### config.mk
export PLATFORM = sky130hd
export DESIGN_NAME = msrv32_rf_wr_arbiter
export DESIGN_NICKNAME = d
export VERILOG_FILES = /design/src/rtl/msrv32_pkg.sv /design/src/rtl/msrv32_rr_picker.sv /design/src/rtl/msrv32_rf_wr_arbiter.sv
export SDC_FILE = /design/constraint.sdc
export NUM_CORES = 1
export LEC_CHECK = 0
export ABC_AREA = 1
export BUFFER_PORTS_ARGS = -buffer_cell sky130_fd_sc_hd__clkbuf_2
export CAP_MARGIN = 5
export CORE_ASPECT_RATIO = 1.75
export CORE_UTILIZATION = 30
export CTS_BUF_LIST = sky130_fd_sc_hd__clkbuf_2
export DETAILED_ROUTE_END_ITERATION = 16
export HOLD_SLACK_MARGIN = 0.05
export PLACE_DENSITY = 0.65
export SLEW_MARGIN = 20
export SYNTH_ARGS = -nofsm -noshare
export SYNTH_HDL_FRONTEND = slang
export SYNTH_SLANG_ARGS = --single-unit
### constraint.sdc
create_clock -name ms_riscv32_mp_clk_in -period 1.3 [get_ports ms_riscv32_mp_clk_in]
set_input_delay 0.13 -clock ms_riscv32_mp_clk_in [delete_from_list [all_inputs] [get_ports ms_riscv32_mp_clk_in]]
set_output_delay 0.13 -clock ms_riscv32_mp_clk_in [all_outputs]
set_load 0.02 [all_outputs]
### src/rtl/msrv32_pkg.sv
// -----------------------------------------------------------------------------
// msrv32_pkg
// Shared definitions for the msrv32 core slice: register-file geometry and the
// fixed requester slots on the register-file write-port arbiter.
// -----------------------------------------------------------------------------
package msrv32_pkg;

  localparam int REG_ADDR_W = 5;
  localparam int XLEN       = 32;

  // Requester slot assignment on the write-port arbiter
  localparam int REQ_ALU  = 0;
  localparam int REQ_LOAD = 1;
  localparam int REQ_CSR  = 2;

endpackage

### src/rtl/msrv32_rr_picker.sv
// -----------------------------------------------------------------------------
// msrv32_rr_picker
// Combinational one-hot picker: grants the first set bit of valid_in at or
// after index ptr_in, wrapping around to index 0. With ptr_in tied to zero it
// degenerates to a lowest-index-wins fixed-priority picker.
//
// Ports
//   valid_in  [N-1:0]   request vector
//   ptr_in    [PW-1:0]  starting index of the search
//   grant_out [N-1:0]   one-hot winner, all-zero when valid_in is zero
// -----------------------------------------------------------------------------
module msrv32_rr_picker #(
  parameter int N  = 3,
  parameter int PW = $clog2(N)
) (
  input  logic [N-1:0]  valid_in,
  input  logic [PW-1:0] ptr_in,
  output logic [N-1:0]  grant_out
);

  logic [N-1:0] upper_valid;
  logic [N-1:0] upper_grant;
  logic [N-1:0] lower_grant;

  // Requests at or above the pointer take precedence; if there are none the
  // search wraps and the lowest valid index overall wins.
  always_comb begin
    upper_valid = '0;
    upper_grant = '0;
    lower_grant = '0;
    for (int i = 0; i < N; i++) begin
      upper_valid[i] = valid_in[i] && (i >= int'(ptr_in));
    end
    for (int i = N - 1; i >= 0; i--) begin
      if (upper_valid[i]) begin
        upper_grant    = '0;
        upper_grant[i] = 1'b1;
      end
      if (valid_in[i]) begin
        lower_grant    = '0;
        lower_grant[i] = 1'b1;
      end
    end
    grant_out = (|upper_valid) ? upper_grant : lower_grant;
  end

endmodule

### src/rtl/msrv32_rf_wr_arbiter.sv
// -----------------------------------------------------------------------------
// msrv32_rf_wr_arbiter
// Shares the integer register file's single write port between the ALU
// writeback, load unit and CSR unit. One valid requester is granted per cycle
// through a combinational valid/ready handshake and the winner's write is
// registered onto the write port on the following edge.
//
// Build option
//   MSRV32_RF_ARB_RR_EN  defined   : round-robin arbitration (rotating pointer)
//                        undefined : fixed priority, lowest index wins
//
// Ports
//   ms_riscv32_mp_clk_in  clock, rising edge
//   ms_riscv32_mp_rst_in  asynchronous active-high reset
//   req_valid_in          per-requester write request
//   req_addr_in           packed destination registers, 5 bits per requester
//   req_data_in           packed write data, 32 bits per requester
//   req_ready_out         grant, one-hot or zero
//   stall_in              pipeline hold, blocks all grants
//   wr_en_out             register-file write enable
//   rd_addr_out           register-file write address
//   rd_out                register-file write data
//   grant_id_out          index of the requester whose write is on the port
//   busy_out              some request is valid but not transferred this cycle
// -----------------------------------------------------------------------------
module msrv32_rf_wr_arbiter
  import msrv32_pkg::*;
#(
  parameter int NUM_REQ = 3,
  parameter int GID_W   = $clog2(NUM_REQ)
) (
  input  logic                          ms_riscv32_mp_clk_in,
  input  logic                          ms_riscv32_mp_rst_in,
  input  logic [NUM_REQ-1:0]            req_valid_in,
  input  logic [REG_ADDR_W*NUM_REQ-1:0] req_addr_in,
  input  logic [XLEN*NUM_REQ-1:0]       req_data_in,
  output logic [NUM_REQ-1:0]            req_ready_out,
  input  logic                          stall_in,
  output logic                          wr_en_out,
  output logic [REG_ADDR_W-1:0]         rd_addr_out,
  output logic [XLEN-1:0]               rd_out,
  output logic [GID_W-1:0]              grant_id_out,
  output logic                          busy_out
);

  logic [NUM_REQ-1:0]    grant;
  logic [GID_W-1:0]      ptr;
  logic                  xfer;
  logic [REG_ADDR_W-1:0] sel_addr;
  logic [XLEN-1:0]       sel_data;
  logic [GID_W-1:0]      sel_id;

  logic                  wr_en_q,    wr_en_d;
  logic [REG_ADDR_W-1:0] rd_addr_q,  rd_addr_d;
  logic [XLEN-1:0]       rd_q,       rd_d;
  logic [GID_W-1:0]      grant_id_q, grant_id_d;

`ifdef MSRV32_RF_ARB_RR_EN
  logic [GID_W-1:0]      ptr_q, ptr_d;
  assign ptr = ptr_q;
`else
  assign ptr = '0;
`endif

  msrv32_rr_picker #(
    .N  (NUM_REQ),
    .PW (GID_W)
  ) u_picker (
    .valid_in  (req_valid_in),
    .ptr_in    (ptr),
    .grant_out (grant)
  );

  // The picker only ever grants valid bits, so ready never rises on an idle
  // requester and any set ready bit is a transfer.
  always_comb begin
    req_ready_out = stall_in ? '0 : grant;
    xfer          = |req_ready_out;
    busy_out      = (|req_valid_in) && !xfer;
  end

  always_comb begin
    sel_addr = '0;
    sel_data = '0;
    sel_id   = '0;
    for (int i = 0; i < NUM_REQ; i++) begin
      if (req_ready_out[i]) begin
        sel_addr = req_addr_in[i*REG_ADDR_W +: REG_ADDR_W];
        sel_data = req_data_in[i*XLEN +: XLEN];
        sel_id   = GID_W'(i);
      end
    end
  end

  // A write to x0 completes its handshake but never raises wr_en.
  always_comb begin
    wr_en_d    = xfer && (sel_addr != '0);
    rd_addr_d  = xfer ? sel_addr : rd_addr_q;
    rd_d       = xfer ? sel_data : rd_q;
    grant_id_d = xfer ? sel_id   : grant_id_q;
  end

  always_ff @(posedge ms_riscv32_mp_clk_in or posedge ms_riscv32_mp_rst_in) begin
    if (ms_riscv32_mp_rst_in) begin
      wr_en_q    <= 1'b0;
      rd_addr_q  <= '0;
      rd_q       <= '0;
      grant_id_q <= '0;
    end else begin
      wr_en_q    <= wr_en_d;
      rd_addr_q  <= rd_addr_d;
      rd_q       <= rd_d;
      grant_id_q <= grant_id_d;
    end
  end

`ifdef MSRV32_RF_ARB_RR_EN
  // Pointer moves one past the winner so that winner has lowest priority next.
  always_comb begin
    ptr_d = ptr_q;
    if (xfer) begin
      ptr_d = (int'(sel_id) == NUM_REQ - 1) ? '0 : sel_id + 1'b1;
    end
  end

  always_ff @(posedge ms_riscv32_mp_clk_in or posedge ms_riscv32_mp_rst_in) begin
    if (ms_riscv32_mp_rst_in) begin
      ptr_q <= '0;
    end else begin
      ptr_q <= ptr_d;
    end
  end
`endif

  assign wr_en_out    = wr_en_q;
  assign rd_addr_out  = rd_addr_q;
  assign rd_out       = rd_q;
  assign grant_id_out = grant_id_q;

endmodule
## Word level (Yosys, flattened, before mapping)

Cells that the tools add are included.

- Flip-flop bits (word level): 40
- Latch bits: 0
- Memory bits (writable): 0
- ROM bits: 0
- Input port bits: 117
- Output and inout port bits: 44
- Logic and storage cells: 22
- Memories kept: 0

- $add $sub $neg: 0
- Multipliers: 0
- Divide/modulo/power cells: 0
- $lt $le $gt $ge: 0
- Equality and inequality tests: 0
- Shift operators: 0
- Multiplexer cells: 12
- Bitwise operators: 0
- Reduce and logical (&&, ||, !) cells: 6

Operators with widths:

| cell | count |
|---|---|
| two-way mux 32 bit | 3 |
| two-way mux 5 bit | 3 |
| two-way mux 3 bit | 4 |
| OR reduction 3 bit | 2 |
| nonzero test 5 bit | 1 |
| logical AND 1 bit | 2 |
| two-way mux 2 bit | 1 |
| logical NOT 1 bit | 1 |
| two-way mux 1 bit | 1 |

## Logic depth before layout (Yosys ltp)

Gate-level depths: netlist of run 1.

- Depth in word-level cells: 9
- Mapped depth: 7
- Mapped depth without buffers: 7

## Modules after synthesis

A second synthesis of run 1 with hierarchy kept.

- Cells, all modules: 294
- Area, all modules: 2,123.3 µm²

By module, submodules not included:

| module | instances | cells each | area each (µm²) | seq. area each (µm²) |
|---|---|---|---|---|
| msrv32_rf_wr_arbiter | 1 | 277 | 2,052.0 | 1,001.0 |
| msrv32_rr_picker | 1 | 17 | 71.3 | 0.0 |

## Worst setup path after synthesis of run 1

Ideal clock, no wire load.

- Kind: input -> output
- Start point: in req_valid_in[2]
- End point: out req_ready_out[2]
- Arrival: 0.760 ns
- Required time: 1.170 ns
- Setup slack: 0.410 ns
- Cell stages on the path: 6
- Buffers on the path: 2
- Path through: inv_1 -> nor2_4 -> nand2_1 -> inv_2 -> buf_4 -> buf_4

- Cells in the longest elaborated chain, start to end: 4

Ends and longest elaborated chain:

| element | line | RTL |
|---|---|---|
| start, declared | msrv32_rf_wr_arbiter.sv:34 | `input logic [NUM_REQ-1:0] req_valid_in,` |
| two-way mux 3 bit (3 in series) | msrv32_rr_picker.sv:35, msrv32_rr_picker.sv:39 |  |
| two-way mux 3 bit | msrv32_rf_wr_arbiter.sv:77 | `req_ready_out = stall_in ? '0 : grant;` |
| end, declared | msrv32_rf_wr_arbiter.sv:37 | `output logic [NUM_REQ-1:0] req_ready_out,` |

No other way between the ends.

## Worst setup path in the final report of run 1

- Start point: in req_addr_in[8]
- End point: reg wr_en_q, in the netlist wr_en_out

- Cells in the longest elaborated chain, start to end: 4

Ends and longest elaborated chain:

| element | line | RTL |
|---|---|---|
| start, declared | msrv32_rf_wr_arbiter.sv:35 | `input logic [REG_ADDR_W*NUM_REQ-1:0] req_addr_in,` |
| two-way mux 5 bit (2 in series) | msrv32_rf_wr_arbiter.sv:87 | `if (req_ready_out[i]) begin` |
| nonzero test 5 bit | msrv32_rf_wr_arbiter.sv:97 | `wr_en_d = xfer && (sel_addr != '0);` |
| logical AND 1 bit | msrv32_rf_wr_arbiter.sv:97 |  |
| net wr_en_d | msrv32_rf_wr_arbiter.sv:53 | `logic wr_en_q, wr_en_d;` |
| end signal, assigned | msrv32_rf_wr_arbiter.sv:110 | `wr_en_q <= wr_en_d;` |
| end, declared | msrv32_rf_wr_arbiter.sv:53 |  |

The timed path passes the listed nets, and every way through them passes these cells.
A chain may end at the register's enable or synchronous reset.

==> results of run 1 <==
cells by family (layout without fill, tap and decap cells):
| logic type | after synthesis | in the layout | synth area share, % |
|---|---|---|---|
| compound gates | 5 | 5 | 1.72 |
| flops | 40 | 40 | 49.1 |
| buf+inv | 22 | 273 | 6.57 |
| simple gates | 198 | 198 | 42.6 |
| other cells | 0 | 1 | 0 |
area by class of cell:
class / instances / area, µm² / share of cell area [%]
Sequential cell: 40 / 1000 / 25.5
Inverter: 7 / 33.8 / 0.860
Tap cell: 82 / 103 / 2.61
Timing Repair Buffer: 258 / 1850 / 47.0
Antenna cell: 1 / 2.50 / 0.0637
Multi-Input combinational cell: 203 / 905 / 23.0
Clock inverter: 3 / 13.8 / 0.350
Clock buffer: 5 / 25.0 / 0.637
routing by layer:
metal	track usage [%]	part of all wire, %	vias to the layer above
met3	4.63	5.4	34
met4	12.6	4.7	0
met5	0	0	-
li1	-	-	1362
met1	22.2	34	1305
met2	45.0	56	128
state kept, by name (all words and copies together) (netlist names):
signal	cells
wr_en_out	1
rd_addr_out	5
rd_out	32
grant_id_out	2
power by group through the flow:
stage / Combinational, mW / Clock, mW / Sequential [mW]
2_1_floorplan: 0.283 / 0 / 1.71
3_3_place_gp: 0.944 / 0 / 1.51
3_5_place_dp: 0.950 / 0 / 1.51
4_1_cts: 1.23 / 0.553 / 1.49
5_1_grt: 1.35 / 0.606 / 1.51
6_report: 1.25 / 0.528 / 1.49
what timing repair did:
item,CTS,global route
setup buffers,0,1
endpoints found under the setup margin,0,19
hold endpoints to repair,79,3
resized for setup,0,6
hold buffers,83,5
worst max-delay path, cell delays in order:
cell and delay (ns):
dlygate4sd3_1 0.54, clkbuf_2 0.10, nand2_1 0.05, nand2_1 0.05, nor2_1 0.08, dlygate4sd3_1 0.59, nand3_1 0.08
layout by cell type, fill, tap and decap left out, types with 3 or more instances in the layout:
cell type / synthesis / layout
clkbuf_2: 0 / 165
nand2_1: 144 / 143
dfrtp_1: 40 / 40
nor2_4: 3 / 3
buf_12: 0 / 7
nand3_1: 13 / 13
dlygate4sd3_1: 0 / 85
nand4_1: 32 / 32
nor2_1: 4 / 4
inv_1: 5 / 4
a21o_1: 4 / 4
buf_4: 8 / 4
final timing paths:
| check | cells past startpoint | slack (ns) | endpoint |
|---|---|---|---|
| worst min-delay path | 4 | 0.07 | rd_addr_out[4] |
| worst max-delay path | 7 | -0.01 | wr_en_out |
| worst max register to register | 3 | 0.05 | rd_out[24] |
| worst min register to register | 1 | 0.50 | rd_addr_out[4] |
| min in group asynchronous | 4 | 0.27 | rd_out[15] |
| max in group asynchronous | 4 | 0.82 | rd_out[11] |
through the flow:
step | total power [mW] | hold slack (ns) | worst slack, ns | area [µm²]
6_report | 3.27 | 0.0719 | -0.0150 | 3930
2_1_floorplan | 1.99 | 0.252 | 0.252 | 2040
5_1_grt | 3.47 | 0.0578 | -0.00270 | 3930
3_5_place_dp | 2.46 | 0.165 | 0.107 | 3000
4_1_cts | 3.27 | 0.0558 | 0.0173 | 3870
3_3_place_gp | 2.45 | 0.161 | 0.113 | 3000
==> results.cfg, run 1 <==
[status]
status = complete, but fails checks
violations = negative setup slack

[yosys]
syn_inst = 265
synthTopCellsByCount = 144 x nand2_1, 40 x dfrtp_1, 32 x nand4_1
synth_edf_count = 0
synth_ff_type = dfrtp_1
synthTopCellsByArea = dfrtp_1 49%, nand2_1 27%, nand4_1 9.8%, nand3_1 3.2%, buf_4 2.9%
synth.most_common_cell = nand2_1
synth_fp_nets = 382
async_flop_share_pct = 100
synth_largest_area_cell = dfrtp_1
yosysUniqueCellTypes = 15
syn_area_mm2 = 0.00204
yosysTopAreaCellShare_pct = 49.1
ys_seq_area_share_pct = 49.1
syn_area_per_cell_um2 = 7.69
ys.warnings.count = 0
ys_seq_elements = 40

[timing]
slew_headroom_pct = 85.3
hold_violations = 0
fmax_mhz = 760
clock_skew_ns = 0
fin_ws_ns = -0.0150
drv_slew = 0
setup_tns_ns = -0.0150
finalCriticalPeriod_ns = 1.31
fin_crit_sh_pct = 101
worstMarginPinSlew_ns = 0.220
finalSetupViolations = 1

[critical_path]
crit_start = req_addr_in[8]
cp-end-kind = flip-flop
arrival_ns = 1.62
crit_type = in2reg
reg2reg_from = rd_out[24]
critPathRequiredTime_ns = 1.61
crit_fanout = 2
critPathLaunchType = input pin

[grt]
grt_max_degree = 41
grt_first_pass_wirelength_um = 12900
overflow = 0
grt_pass1_vias = 2885
antenna_found_initial = 1
grtUsageTotal_pct = 23.5

[power]
p_int_mw = 2.15
power_frac_clock_pct = 16.1
swShare_pct = 34.2
leakage_nw = 2.09
seqPwrFrac_pct = 45.6
pwr-share-comb_pct = 38.3
ir_worst_vdd_mv = 0.507
p_sw_mw = 1.12
p_per_area_mw_per_mm2 = 833

[floorplan]
die_area_mm2 = 0.00714
start_util_pct = 31.2
die_x_um = 64.3
placement_rows = 39
ios = 161
core_mm2 = 0.00654
die_h_um = 111

[placed_design]
finalWeightedCongestion = 0.821
io_buffer_count = 160
dp_hpwl_um = 5190
post-place-cells = 503

[finish]
num-nets-final = 632
fillers = 589
final_util_pct = 60.1
drive_gt1_share_pct = 36.2
syn_to_final_growth_pct = 92.9
fin_cells = 599

[job]
max-cap-violations = 0

[worst_hold_path]
hp-class = in2reg
hp-start = req_addr_in[14]

[detailed_routing]
first_pass_iters = 4
wirelength_um = 8220
vias_per_cell = 4.72
drc = 0
vias = 2829
ant_nets = 0
routedWlPerCell_um = 13.7
drt-initial-drc-count = 148

[clock_network]
clock_path_buffers = 2
numCtsBuffers = 5
cts_tree = yes
clock_latency_ns = 0.38
clk_pin_slew_worst_paths_ns = 0.20
cts_root_buf = clkbuf_2
htree_num_levels = 2
cts.sinks = 40
(Power assumes the default switching activity.)
==> inputs of run 2 (changes only) <==
Settings changed: CELL_PAD_IN_SITES_DETAIL_PLACEMENT set to 2, CELL_PAD_IN_SITES_GLOBAL_PLACEMENT set to 2, CORE_UTILIZATION 30 to 20, PLACE_DENSITY 0.65 to 0.84.
==> run 2 against run 1 <==
Compared with the run above:
- the run still ends with negative setup slack left
- final cell count rose by 7.0%
- non-clock buffer count fell by 2
- core utilization fell by 21 points
==> results.cfg, run 2 (synthesized netlist as in run 1, its figures left out) <==
[status]
status = complete, but fails checks
violations = negative setup slack

[grt]
gr-usage-met2_pct = 43.1
grt_pass1_vias = 3381
grt-busiest-layer = met2
grt_first_pass_wirelength_um = 17200
grtUsageTotal_pct = 21.7
antenna_found_initial = 2
grt_use_met3_pct = 4.44
met1_usage_pct = 20.0
grt_max_degree = 26
overflow = 0

[critical_path]
critPathRequiredTime_ns = 1.61
arrival_ns = 1.65
slowest_stage = dlygate4sd3_1
reg2reg_depth = 3
critPathLaunchType = flip-flop
crit_type = reg2reg
slowest_delay_ns = 0.60
worstPathCellList = nand2_1, nand4_1, dlygate4sd3_1
crit_fanout = 2
cp-end-kind = flip-flop

[detailed_routing]
ant_nets = 0
drt-initial-drc-count = 61
routedWlPerCell_um = 18.5
vias = 2933
vias_per_cell = 4.58
wirelength_um = 11900
first_pass_iters = 5
drc = 0

[clock_network]
cts.sinks = 40
clock_latency_ns = 0.38
clock_path_buffers = 2
clk_pin_slew_worst_paths_ns = 0.21
cts_root_buf = clkbuf_2
numCtsBuffers = 5
cts_tree = yes
htree_num_levels = 2

[timing]
fin_crit_sh_pct = 103
fmax_mhz = 749
clock_skew_ns = 0
finalSetupViolations = 1
fin_ws_ns = -0.0345
slew_headroom_pct = 76.4
finalCriticalPeriod_ns = 1.33
drv_slew = 0
worstMarginPinSlew_ns = 0.354
hold_violations = 0

[finish]
syn_to_final_growth_pct = 92.5
num-nets-final = 630
fillers = 1189
mostFrequentLayoutCells = 167 x clkbuf_2, 144 x nand2_1, 79 x dlygate4sd3_1, 40 x dfrtp_1, 32 x nand4_1
final_cell_area_mm2 = 0.00392
final_common_cell = clkbuf_2
largest_register_ffs = 32
final_util_pct = 39.6
drive_gt1_share_pct = 37.4

[floorplan]
die_h_um = 136
start_util_pct = 20.6
die_area_mm2 = 0.0106
core_mm2 = 0.00991
die_x_um = 78.3
placement_rows = 48
ios = 161

[placed_design]
finalWeightedCongestion = 0.762
dp_hpwl_um = 7540
placed_area_mm2 = 0.00302
io_buffer_count = 160

[worst_hold_path]
hold_depth = 4
hp-class = in2reg

[job]
max-cap-violations = 0

[power]
p_per_area_mw_per_mm2 = 864
ir_worst_vdd_mv = 0.419
leakage_nw = 2.07
-- run 2: area by class of cell --
type | count | area (µm²) | share of cell area (%)
repair buffers | 256 | 1780 | 45.4
flip-flops and latches | 40 | 1000 | 25.5
multi-input cells | 203 | 907 | 23.1
well taps | 125 | 156 | 3.99
clock buffers | 7 | 35.0 | 0.893
inverters | 7 | 31.3 | 0.798
diodes | 2 | 5.00 | 0.128
clock inverters | 1 | 3.75 | 0.0957
-- run 2: worst paths after layout --
kind / start / endpoint / slack (ns)
setup reg to reg: rd_out[23] / rd_out[23] / -0.03
hold reg to reg: grant_id_out[0] / grant_id_out[0] / 0.51
setup / recovery: rd_out[23] / rd_out[23] / -0.03
max in group asynchronous: ms_riscv32_mp_rst_in / rd_out[22] / 0.73
hold / removal: req_addr_in[14] / rd_addr_out[4] / 0.09
min in group asynchronous: ms_riscv32_mp_rst_in / rd_out[29] / 0.26
-- run 2: power breakdown --
part           internal [mW]  leakage (nW)  total [mW]  switching, mW
Sequential              1.40         0.493        1.51          0.105
Clock                  0.144        0.0307       0.579          0.435
Combinational          0.620          1.55        1.30          0.681
-- run 2: stage by stage --
stage	hold slack, ns	total power, mW	setup WS (ns)	std cells	TNS (ns)
6_report	0.0919	3.39	-0.0345	641	-0.0345
5_1_grt	0.0933	3.59	-0.0313	641	-0.0899
4_1_cts	0.0519	3.39	0.0309	628	0
3_5_place_dp	0.170	2.50	0.0522	547	0
3_3_place_gp	0.160	2.46	0.152	547	0
2_1_floorplan	0.252	1.99	0.252	265	0
-- run 2: layer usage --
| metal | wire, µm | part of all wire, % |
|---|---|---|
| met5 | 0 | 0 |
| met4 | 580 | 4.9 |
| met3 | 478 | 4.0 |
| met2 | 6830 | 58 |
| met1 | 3970 | 33 |
-- run 2: repair_timing --
action / CTS / global route
setup endpoints to repair: 0 / 27
hold endpoints to repair: 79 / 6
hold buffers: 73 / 12
buffers inserted: 0 / 4
gates resized for setup: 0 / 4
-- run 2: worst max-delay path: cells and delay by family (launching register included) --
kind	cells	cell delay, ns
buffers and inverters	1	0.60
flip-flops	1	0.45
AND/OR/NAND/NOR	2	0.19
